<file path="src/rtl/fpu_div_iter.sv">
// fpu_div_iter - iterative floating-point divider (radix-2 restoring).
//
// Divides i_fpuIn1 by i_fpuIn2 with IEEE-754 style rounding and handling of
// NaN, infinity, zero and divide-by-zero. Operands are accepted with a
// valid/ready handshake, and the result is offered with one. The block
// returns to IDLE after every operation.
//
// Handshake: a transfer happens on a rising edge where valid && ready are
// both high. The producer holds its data stable while valid is high and
// ready is low. o_inReady is high only in IDLE. o_outValid is high only in
// HOLD, and the result is held there until i_outReady.
//
// Ports:
//   i_clock, i_reset     clock; asynchronous active-high reset
//   i_inValid/o_inReady  operand handshake
//   i_fpuIn1, i_fpuIn2   dividend, divisor {sign, exp, frac}
//   i_roundMode          00 RNE, 01 RTZ, 10 RDN, 11 RUP
//   o_outValid/i_outReady result handshake
//   o_fpuOut             quotient
//   o_condCodes          {Z, C, N, V}
//   o_divFlags           {invalid, divByZero, overflow, underflow, inexact}
//   o_dbgState           current FSM state (IDLE=0, CALC=1, ROUND=2, HOLD=3)
//
// Build option FPU_DIV_DENORM_EN: when defined, subnormal operands are
// normalised at capture and subnormal results use gradual underflow. When
// it is not defined, subnormal operands are read as zero and tiny results
// flush to signed zero.
module fpu_div_iter #(
  parameter int FRACW = 10,
  parameter int EXPW  = 5,
  parameter int BIAS  = 15,
  parameter int BPC   = 1
) (
  input  logic                  i_clock,
  input  logic                  i_reset,
  input  logic                  i_inValid,
  output logic                  o_inReady,
  input  logic [EXPW+FRACW:0]   i_fpuIn1,
  input  logic [EXPW+FRACW:0]   i_fpuIn2,
  input  logic [1:0]            i_roundMode,
  output logic                  o_outValid,
  input  logic                  i_outReady,
  output logic [EXPW+FRACW:0]   o_fpuOut,
  output logic [3:0]            o_condCodes,
  output logic [4:0]            o_divFlags,
  output logic [1:0]            o_dbgState
);
  localparam int W    = EXPW + FRACW + 1;
  localparam int N    = FRACW + 3;            // hidden + frac + guard + round
  localparam int ITER = (N + BPC - 1) / BPC;
  localparam int QW   = ITER * BPC;           // quotient bits actually produced
  localparam int MW   = FRACW + 1;            // significand {1, frac}
  localparam int RW   = FRACW + 3;            // partial remainder
  localparam int DW   = EXPW + 2;             // signed exponent difference
  localparam int XW   = EXPW + 5;             // exponent field incl. overflow headroom
  localparam int CW   = $clog2(ITER + 1);

  typedef struct packed {
    logic             sign;
    logic [EXPW-1:0]  exp;
    logic [FRACW-1:0] frac;
  } fp_t;

  typedef enum logic [1:0] {S_IDLE, S_CALC, S_ROUND, S_HOLD} state_t;

  state_t r_state, w_state_nx;
  logic                  r_sign, r_spec;
  logic [1:0]            r_rm;
  logic signed [DW-1:0]  r_exp;
  logic [W-1:0]          r_spec_res, r_out;
  logic [4:0]            r_spec_flags, r_flags;
  logic [3:0]            r_cc;
  logic [RW-1:0]         r_rem;
  logic [MW-1:0]         r_mb;
  logic [QW-1:0]         r_quot;
  logic [CW-1:0]         r_cnt;

`ifdef FPU_DIV_DENORM_EN
  function automatic int f_lzc(input logic [FRACW-1:0] f);
    int n;
    n = FRACW;
    for (int i = 0; i < FRACW; i++) if (f[i]) n = FRACW - 1 - i;
    return n;
  endfunction
`endif

  // ---------------- operand decode and special cases ----------------
  fp_t w_a, w_b;
  assign w_a = i_fpuIn1;
  assign w_b = i_fpuIn2;

  logic w_a_expz, w_a_fracz, w_a_nan, w_a_inf, w_a_zero;
  logic w_b_expz, w_b_fracz, w_b_nan, w_b_inf, w_b_zero;
  logic w_sign, w_spec;
  logic [W-1:0] w_spec_res;
  logic [4:0] w_spec_flags;
  logic [MW-1:0] w_ma, w_mb;
  logic signed [DW-1:0] w_ea, w_eb, w_dexp;

  assign w_a_expz  = ~|w_a.exp;
  assign w_a_fracz = ~|w_a.frac;
  assign w_a_nan   = (&w_a.exp) & ~w_a_fracz;
  assign w_a_inf   = (&w_a.exp) & w_a_fracz;
  assign w_b_expz  = ~|w_b.exp;
  assign w_b_fracz = ~|w_b.frac;
  assign w_b_nan   = (&w_b.exp) & ~w_b_fracz;
  assign w_b_inf   = (&w_b.exp) & w_b_fracz;
`ifdef FPU_DIV_DENORM_EN
  assign w_a_zero  = w_a_expz & w_a_fracz;
  assign w_b_zero  = w_b_expz & w_b_fracz;
`else
  // Subnormal operands read as zero.
  assign w_a_zero  = w_a_expz;
  assign w_b_zero  = w_b_expz;
`endif
  assign w_sign    = w_a.sign ^ w_b.sign;

  always_comb begin
    w_spec       = 1'b1;
    w_spec_res   = '0;
    w_spec_flags = 5'b00000;
    if (w_a_nan || w_b_nan || (w_a_zero && w_b_zero) || (w_a_inf && w_b_inf)) begin
      w_spec_res   = {1'b0, {EXPW{1'b1}}, 1'b1, {(FRACW-1){1'b0}}};
      w_spec_flags = 5'b10000;
    end else if (w_b_zero && !w_a_inf) begin
      w_spec_res   = {w_sign, {EXPW{1'b1}}, {FRACW{1'b0}}};
      w_spec_flags = 5'b01000;
    end else if (w_a_inf) begin
      w_spec_res   = {w_sign, {EXPW{1'b1}}, {FRACW{1'b0}}};
    end else if (w_a_zero || w_b_inf) begin
      w_spec_res   = {w_sign, {(W-1){1'b0}}};
    end else begin
      w_spec       = 1'b0;
    end
  end

  // Significands and effective exponents. A normalised subnormal gets
  // biased exponent -lzc so that exp differences stay exact.
  always_comb begin
    w_ma = {1'b1, w_a.frac};
    w_mb = {1'b1, w_b.frac};
    w_ea = $signed({2'b00, w_a.exp});
    w_eb = $signed({2'b00, w_b.exp});
`ifdef FPU_DIV_DENORM_EN
    if (w_a_expz && !w_a_fracz) begin
      w_ma = {1'b1, w_a.frac << (f_lzc(w_a.frac) + 1)};
      w_ea = -DW'(f_lzc(w_a.frac));
    end
    if (w_b_expz && !w_b_fracz) begin
      w_mb = {1'b1, w_b.frac << (f_lzc(w_b.frac) + 1)};
      w_eb = -DW'(f_lzc(w_b.frac));
    end
`endif
    w_dexp = w_ea - w_eb;
  end

  // ---------------- restoring division step(s) ----------------
  logic [RW-1:0] w_rem_nx;
  logic [QW-1:0] w_quot_nx;
  always_comb begin
    w_rem_nx  = r_rem;
    w_quot_nx = r_quot;
    for (int k = 0; k < BPC; k++) begin
      if (w_rem_nx >= RW'(r_mb)) begin
        w_rem_nx  = w_rem_nx - RW'(r_mb);
        w_quot_nx = {w_quot_nx[QW-2:0], 1'b1};
      end else begin
        w_quot_nx = {w_quot_nx[QW-2:0], 1'b0};
      end
      w_rem_nx = w_rem_nx << 1;
    end
  end

  // ---------------- normalise / denormalise / round ----------------
  logic [N-1:0] w_m0, w_m1, w_m2;
  logic [2*N-1:0] w_wide;
  logic w_st0, w_st1, w_tiny, w_lsb, w_g, w_rs, w_inexact, w_inc, w_ovf, w_to_inf;
  int w_bei, w_sh, w_eb1;
  logic [XW+FRACW-1:0] w_sum;
  logic [W-1:0] w_res;
  logic [4:0] w_flags;

  always_comb begin
    w_m0  = r_quot[QW-1 -: N];
    // Quotient bits beyond N (BPC not dividing N) only feed sticky.
    w_st0 = (|r_rem) | (|(r_quot << N));
    w_bei = int'(r_exp) + BIAS;
    w_m1  = w_m0;
    if (!w_m0[N-1]) begin
      w_m1  = w_m0 << 1;
      w_bei = w_bei - 1;
    end
    w_tiny = (w_bei <= 0);
    w_sh   = w_tiny ? (1 - w_bei) : 0;
    if (w_sh > N) w_sh = N;
    w_wide = {w_m1, {N{1'b0}}} >> w_sh;
    w_m2   = w_wide[2*N-1:N];
    w_st1  = w_st0 | (|w_wide[N-1:0]);
    w_lsb  = w_m2[2];
    w_g    = w_m2[1];
    w_rs   = w_m2[0] | w_st1;
    w_inexact = w_g | w_rs;
    case (r_rm)
      2'b00:   w_inc = w_g & (w_rs | w_lsb);
      2'b01:   w_inc = 1'b0;
      2'b10:   w_inc = r_sign & w_inexact;
      default: w_inc = ~r_sign & w_inexact;
    endcase
    w_to_inf = (r_rm == 2'b00) || (r_rm == 2'b11 && !r_sign) || (r_rm == 2'b10 && r_sign);
    // exp-1 plus {hidden, frac}: hidden=1 restores exp for normals, hidden=0
    // leaves field 0 for subnormals, and a rounding carry ripples into exp.
    w_eb1 = w_tiny ? 0 : w_bei - 1;
    w_sum = {XW'(w_eb1), {FRACW{1'b0}}} + (XW+FRACW)'(w_m2[N-1:2]) + (XW+FRACW)'(w_inc);
    w_ovf = !w_tiny && (w_sum[XW+FRACW-1:FRACW] >= XW'((1 << EXPW) - 1));
    w_res   = {r_sign, w_sum[EXPW+FRACW-1:0]};
    w_flags = {3'b000, w_tiny & w_inexact, w_inexact};
    if (w_ovf) begin
      w_flags = 5'b00101;
      if (w_to_inf) w_res = {r_sign, {EXPW{1'b1}}, {FRACW{1'b0}}};
      else          w_res = {r_sign, {(EXPW-1){1'b1}}, 1'b0, {FRACW{1'b1}}};
    end
`ifndef FPU_DIV_DENORM_EN
    else if (w_tiny) begin
      w_res   = {r_sign, {(W-1){1'b0}}};
      w_flags = 5'b00011;
    end
`endif
    if (r_spec) begin
      w_res   = r_spec_res;
      w_flags = r_spec_flags;
    end
  end

  // ---------------- FSM ----------------
  always_ff @(posedge i_clock or posedge i_reset) begin
    if (i_reset) r_state <= S_IDLE;
    else         r_state <= w_state_nx;
  end

  always_comb begin
    w_state_nx = r_state;
    o_inReady  = 1'b0;
    o_outValid = 1'b0;
    case (r_state)
      S_IDLE: begin
        o_inReady = 1'b1;
        if (i_inValid) w_state_nx = w_spec ? S_ROUND : S_CALC;
      end
      S_CALC:  if (r_cnt == CW'(ITER - 1)) w_state_nx = S_ROUND;
      S_ROUND: w_state_nx = S_HOLD;
      default: begin
        o_outValid = 1'b1;
        if (i_outReady) w_state_nx = S_IDLE;
      end
    endcase
  end

  // ---------------- datapath registers ----------------
  always_ff @(posedge i_clock or posedge i_reset) begin
    if (i_reset) begin
      r_sign <= 1'b0; r_spec <= 1'b0; r_rm <= 2'b00; r_exp <= '0;
      r_spec_res <= '0; r_spec_flags <= '0;
      r_rem <= '0; r_mb <= '0; r_quot <= '0; r_cnt <= '0;
      r_out <= '0; r_flags <= '0; r_cc <= '0;
    end else begin
      case (r_state)
        S_IDLE: if (i_inValid) begin
          r_sign       <= w_sign;
          r_rm         <= i_roundMode;
          r_exp        <= w_dexp;
          r_spec       <= w_spec;
          r_spec_res   <= w_spec_res;
          r_spec_flags <= w_spec_flags;
          r_rem        <= RW'(w_ma);
          r_mb         <= w_mb;
          r_quot       <= '0;
          r_cnt        <= '0;
        end
        S_CALC: begin
          r_rem  <= w_rem_nx;
          r_quot <= w_quot_nx;
          r_cnt  <= r_cnt + CW'(1);
        end
        S_ROUND: begin
          r_out   <= w_res;
          r_flags <= w_flags;
          r_cc    <= {~|w_res[W-2:0], 1'b0, w_res[W-1], w_flags[2]};
        end
        default: ;
      endcase
    end
  end

  assign o_fpuOut    = r_out;
  assign o_divFlags  = r_flags;
  assign o_condCodes = r_cc;
  assign o_dbgState  = r_state;
endmodule

</file>
<file path="config.mk">
export PLATFORM = sky130hd
export DESIGN_NAME = fpu_div_iter
export DESIGN_NICKNAME = d
export VERILOG_FILES = /design/src/rtl/fpu_div_iter.sv
export SDC_FILE = /design/constraint.sdc
export NUM_CORES = 1
export LEC_CHECK = 0
export ABC_AREA = 1
export CAP_MARGIN = 10
export CORE_ASPECT_RATIO = 1.2
export CORE_MARGIN = 3
export CORE_UTILIZATION = 53
export CTS_BUF_LIST = sky130_fd_sc_hd__clkbuf_16
export DETAILED_ROUTE_END_ITERATION = 12
export PLACE_DENSITY_LB_ADDON = 0.12
export SETUP_SLACK_MARGIN = 0.5
export SLEW_MARGIN = 30
export SYNTH_ARGS = -nofsm -noshare
export SYNTH_HDL_FRONTEND = slang
export SYNTH_SLANG_ARGS = --single-unit
</file>
<file path="constraint.sdc">
create_clock -name i_clock -period 6.1 [get_ports i_clock]
set_input_delay 0.915 -clock i_clock [delete_from_list [all_inputs] [get_ports i_clock]]
set_output_delay 0.915 -clock i_clock [all_outputs]
set_load 0.05 [all_outputs]
</file>
==> summary.md <==
| Metric | Value |
|---|---|
| Slew HR | `0.491` |
| First DRT Iteration DRCs | `538` |
| CTS tree | `yes` |
| Commonest non-fill, non-tap cell in the layout | `nand2_1` |
| Post-synthesis cell type count | `49` |
| Root buffer cell | `clkbuf_16` |
| Status | `finished, violations left` |
| Placed cell areas | `0.00832 mm2` |
| Routed length per instance | `15.5 um` |
| Critical Path Sink Type | `register` |
| CORE AREA | `0.0123 mm2` |
| Average cell area after synthesis | `6.64 um2` |
| Mapped Nets | `1108` |
| Drc violations | `0` |
| Worst Setup Slack, final | `-0.176 ns` |
| Critical path class | `reg2reg` |
| Die Height | `130 um` |
| Setup TNS | `-0.984 ns` |
| Number of global-route vias before repair | `7137` |
| Top FF cell, synth | `dfrtp_1` |
| Site row count | `44` |
| Slowest Stage Delay on Critical Path | `0.44 ns` |
| Period Utilization, post-route | `1.03` |
| Ports | `67` |
| Post-synth ARST share | `1.00` |
| Routed WL | `21300 um` |
| Initial antenna violation count | `0` |
| Vias/cell | `5.61` |
| Gpl congestion | `0.929` |
| Slew Limit Fails | `0` |
| # H-tree levels | `3` |
| Hold-fix buffers, CTS | `0` |
| Critical Path RT | `6.34 ns` |
| GRT Util Overall | `0.292` |
| Routed Antenna Nets | `0` |
| Initial core utilization | `0.553` |
| Syn Inst Count | `1028` |
| Share of layout cells above drive strength 1 | `0.249` |
| Min Tclk post-route | `6.28 ns` |
| Maximum number of pins on one net before global-route repair | `51` |
| Via Count | `7701` |
| Worst Path Arrival | `6.51 ns` |
| Nets | `1288` |
| Fmax | `159 MHz` |
| Die Wd | `110 um` |
| Area growth, synth to finish | `40.6%` |
| CP max stage cell | `or4_4` |
| Commonest cells after routing, fill and taps aside | `nand2_1, inv_1, buf_4` |
| CP max FO | `6` |
| Hold/Removal Path Class | `reg2reg` |
| Post-layout instance area | `0.00960 mm2` |
| Total Die Area | `0.0143 mm2` |
| Clock sink total | `79` |
| CTS Buffer Depth | `2` |
| Worst Tran Pin Value | `0.763 ns` |
| Seq/Total Area, Yosys | `0.290` |
| Clk_skew | `0.00890 ns` |
| Total grt overflow | `0` |
| Unrepaired setup endpoints after global routing | `yes` |
| Synthesized area | `0.00682 mm2` |
| HPWL Detailed | `14800 um` |
| FF+latch count, synth | `79` |
| Number of synthesized flops with an enable pin | `0` |
| Worst setup SP type | `register` |
| Setup Viol. Count Final | `12` |
| Pre-antenna DRT Iters | `6` |
| Yosys warning count | `0` |
| Diode count | `0` |
| Reg clk slew, reported paths | `0.06 ns` |
| MaxCap Viol Count | `0` |
| Final Hold Viols | `0` |
| Global-route wire length before repair | `33300 um` |
| IO Port Bufs | `65` |
| TritonCTS buffer count | `9` |
| Violated checks | `negative setup slack` |
| Clk_lat worst skew | `0.34 ns` |
| WHS | `0.473 ns` |
## metrics by stage
step           instances   util  setup slack (ns)
2_1_floorplan       1028      -            0.0662
3_3_place_gp        1307  0.672            -0.199
3_5_place_dp        1308  0.675            -0.346
4_1_cts             1351  0.736           -0.0153
5_1_grt             1372  0.778            -0.584
6_report            1372  0.778            -0.176
## layer usage
metal | track usage | up-vias | routed length (um)
met2 | 0.509 | 268 | 11000
met3 | 0.0381 | 87 | 910
met5 | 0 | - | 0
li1 | - | 3754 | -
met4 | 0.139 | 0 | 984
met1 | 0.354 | 3592 | 8460
## worst paths after layout
check	from	endpoint	slack, ns	cells past startpoint
min in group asynchronous	i_reset	r_quot[5]	0.98	3
worst min-delay path	r_mb[10]	r_mb[10]	0.47	2
worst max-delay path	r_exp[0]	o_condCodes[3]	-0.18	47
worst max register to register	r_exp[0]	o_condCodes[3]	-0.18	47
worst min register to register	r_mb[10]	r_mb[10]	0.47	2
max in group asynchronous	i_reset	o_fpuOut[5]	4.53	4
## logic make-up (layout without fill, tap and decap cells)
kind of cell,after synthesis,in the layout,synth area share
AO/OA/AOI/OAI,188,188,0.153
AND/OR/NAND/NOR,529,532,0.350
XOR/XNOR,21,21,0.0281
other,1,1,0.000550
flip-flops,79,79,0.290
adder cells (fa/ha/maj),42,42,0.0792
buffers and inverters,168,348,0.0992
## state kept, by name, indices dropped and copies added, names as in the netlist, 3 cells and up
name,cells
r_rem,13
o_fpuOut,15
r_quot,13
r_mb,11
r_spec_res,3
r_exp,6
o_divFlags,5
r_cnt,4
## synthesized netlist by cell type, drive strengths merged (5+ instances only)
cell type | count | area, um2
nand2 | 261 | 1040
inv | 134 | 505
nand3 | 118 | 628
nor2 | 111 | 485
o21ai | 87 | 435
dfrtp | 79 | 1980
a21oi | 55 | 279
ha | 40 | 500
buf | 17 | 108
clkbuf | 17 | 63.8
xor2 | 16 | 148
nand4 | 14 | 87.6
o22ai | 13 | 81.3
nor3 | 12 | 60.1
o211ai | 7 | 57.6
a31oi | 6 | 37.5
nor4 | 5 | 31.3
o31ai | 5 | 37.5
xnor2 | 5 | 43.8
## repair_timing
action / 4_1_cts / 5_1_grt
gates cloned: 4 / 1
endpoints found under the setup margin: 18 / 18
pin swaps: 35 / 47
setup buffers: 25 / 20
endpoints found under the hold margin: 0 / 0
resized for setup: 52 / 85
## area by class of cell
type	instances	area, um2
fillers	899	2740
repair buffers	199	1780
flip-flops and latches	79	1980
well taps	161	201
multi-input cells	784	4820
clock inverters	5	51.3
inverters	134	519
clock buffers	9	225
repair inverters	1	16.3
## critical path: cells and delay by family, from the launching register on
kind                     cells  cell delay (ns)
XOR/XNOR                     1             0.18
adder cells (fa/ha/maj)      5             1.10
buffers and inverters        4             0.38
AO/OA/AOI/OAI                6             0.79
AND/OR/NAND/NOR             31             3.32
flip-flops                   1             0.38
Power is not shown: default switching activity piles up to over one toggle a cycle in this logic, so the estimate is an artifact.
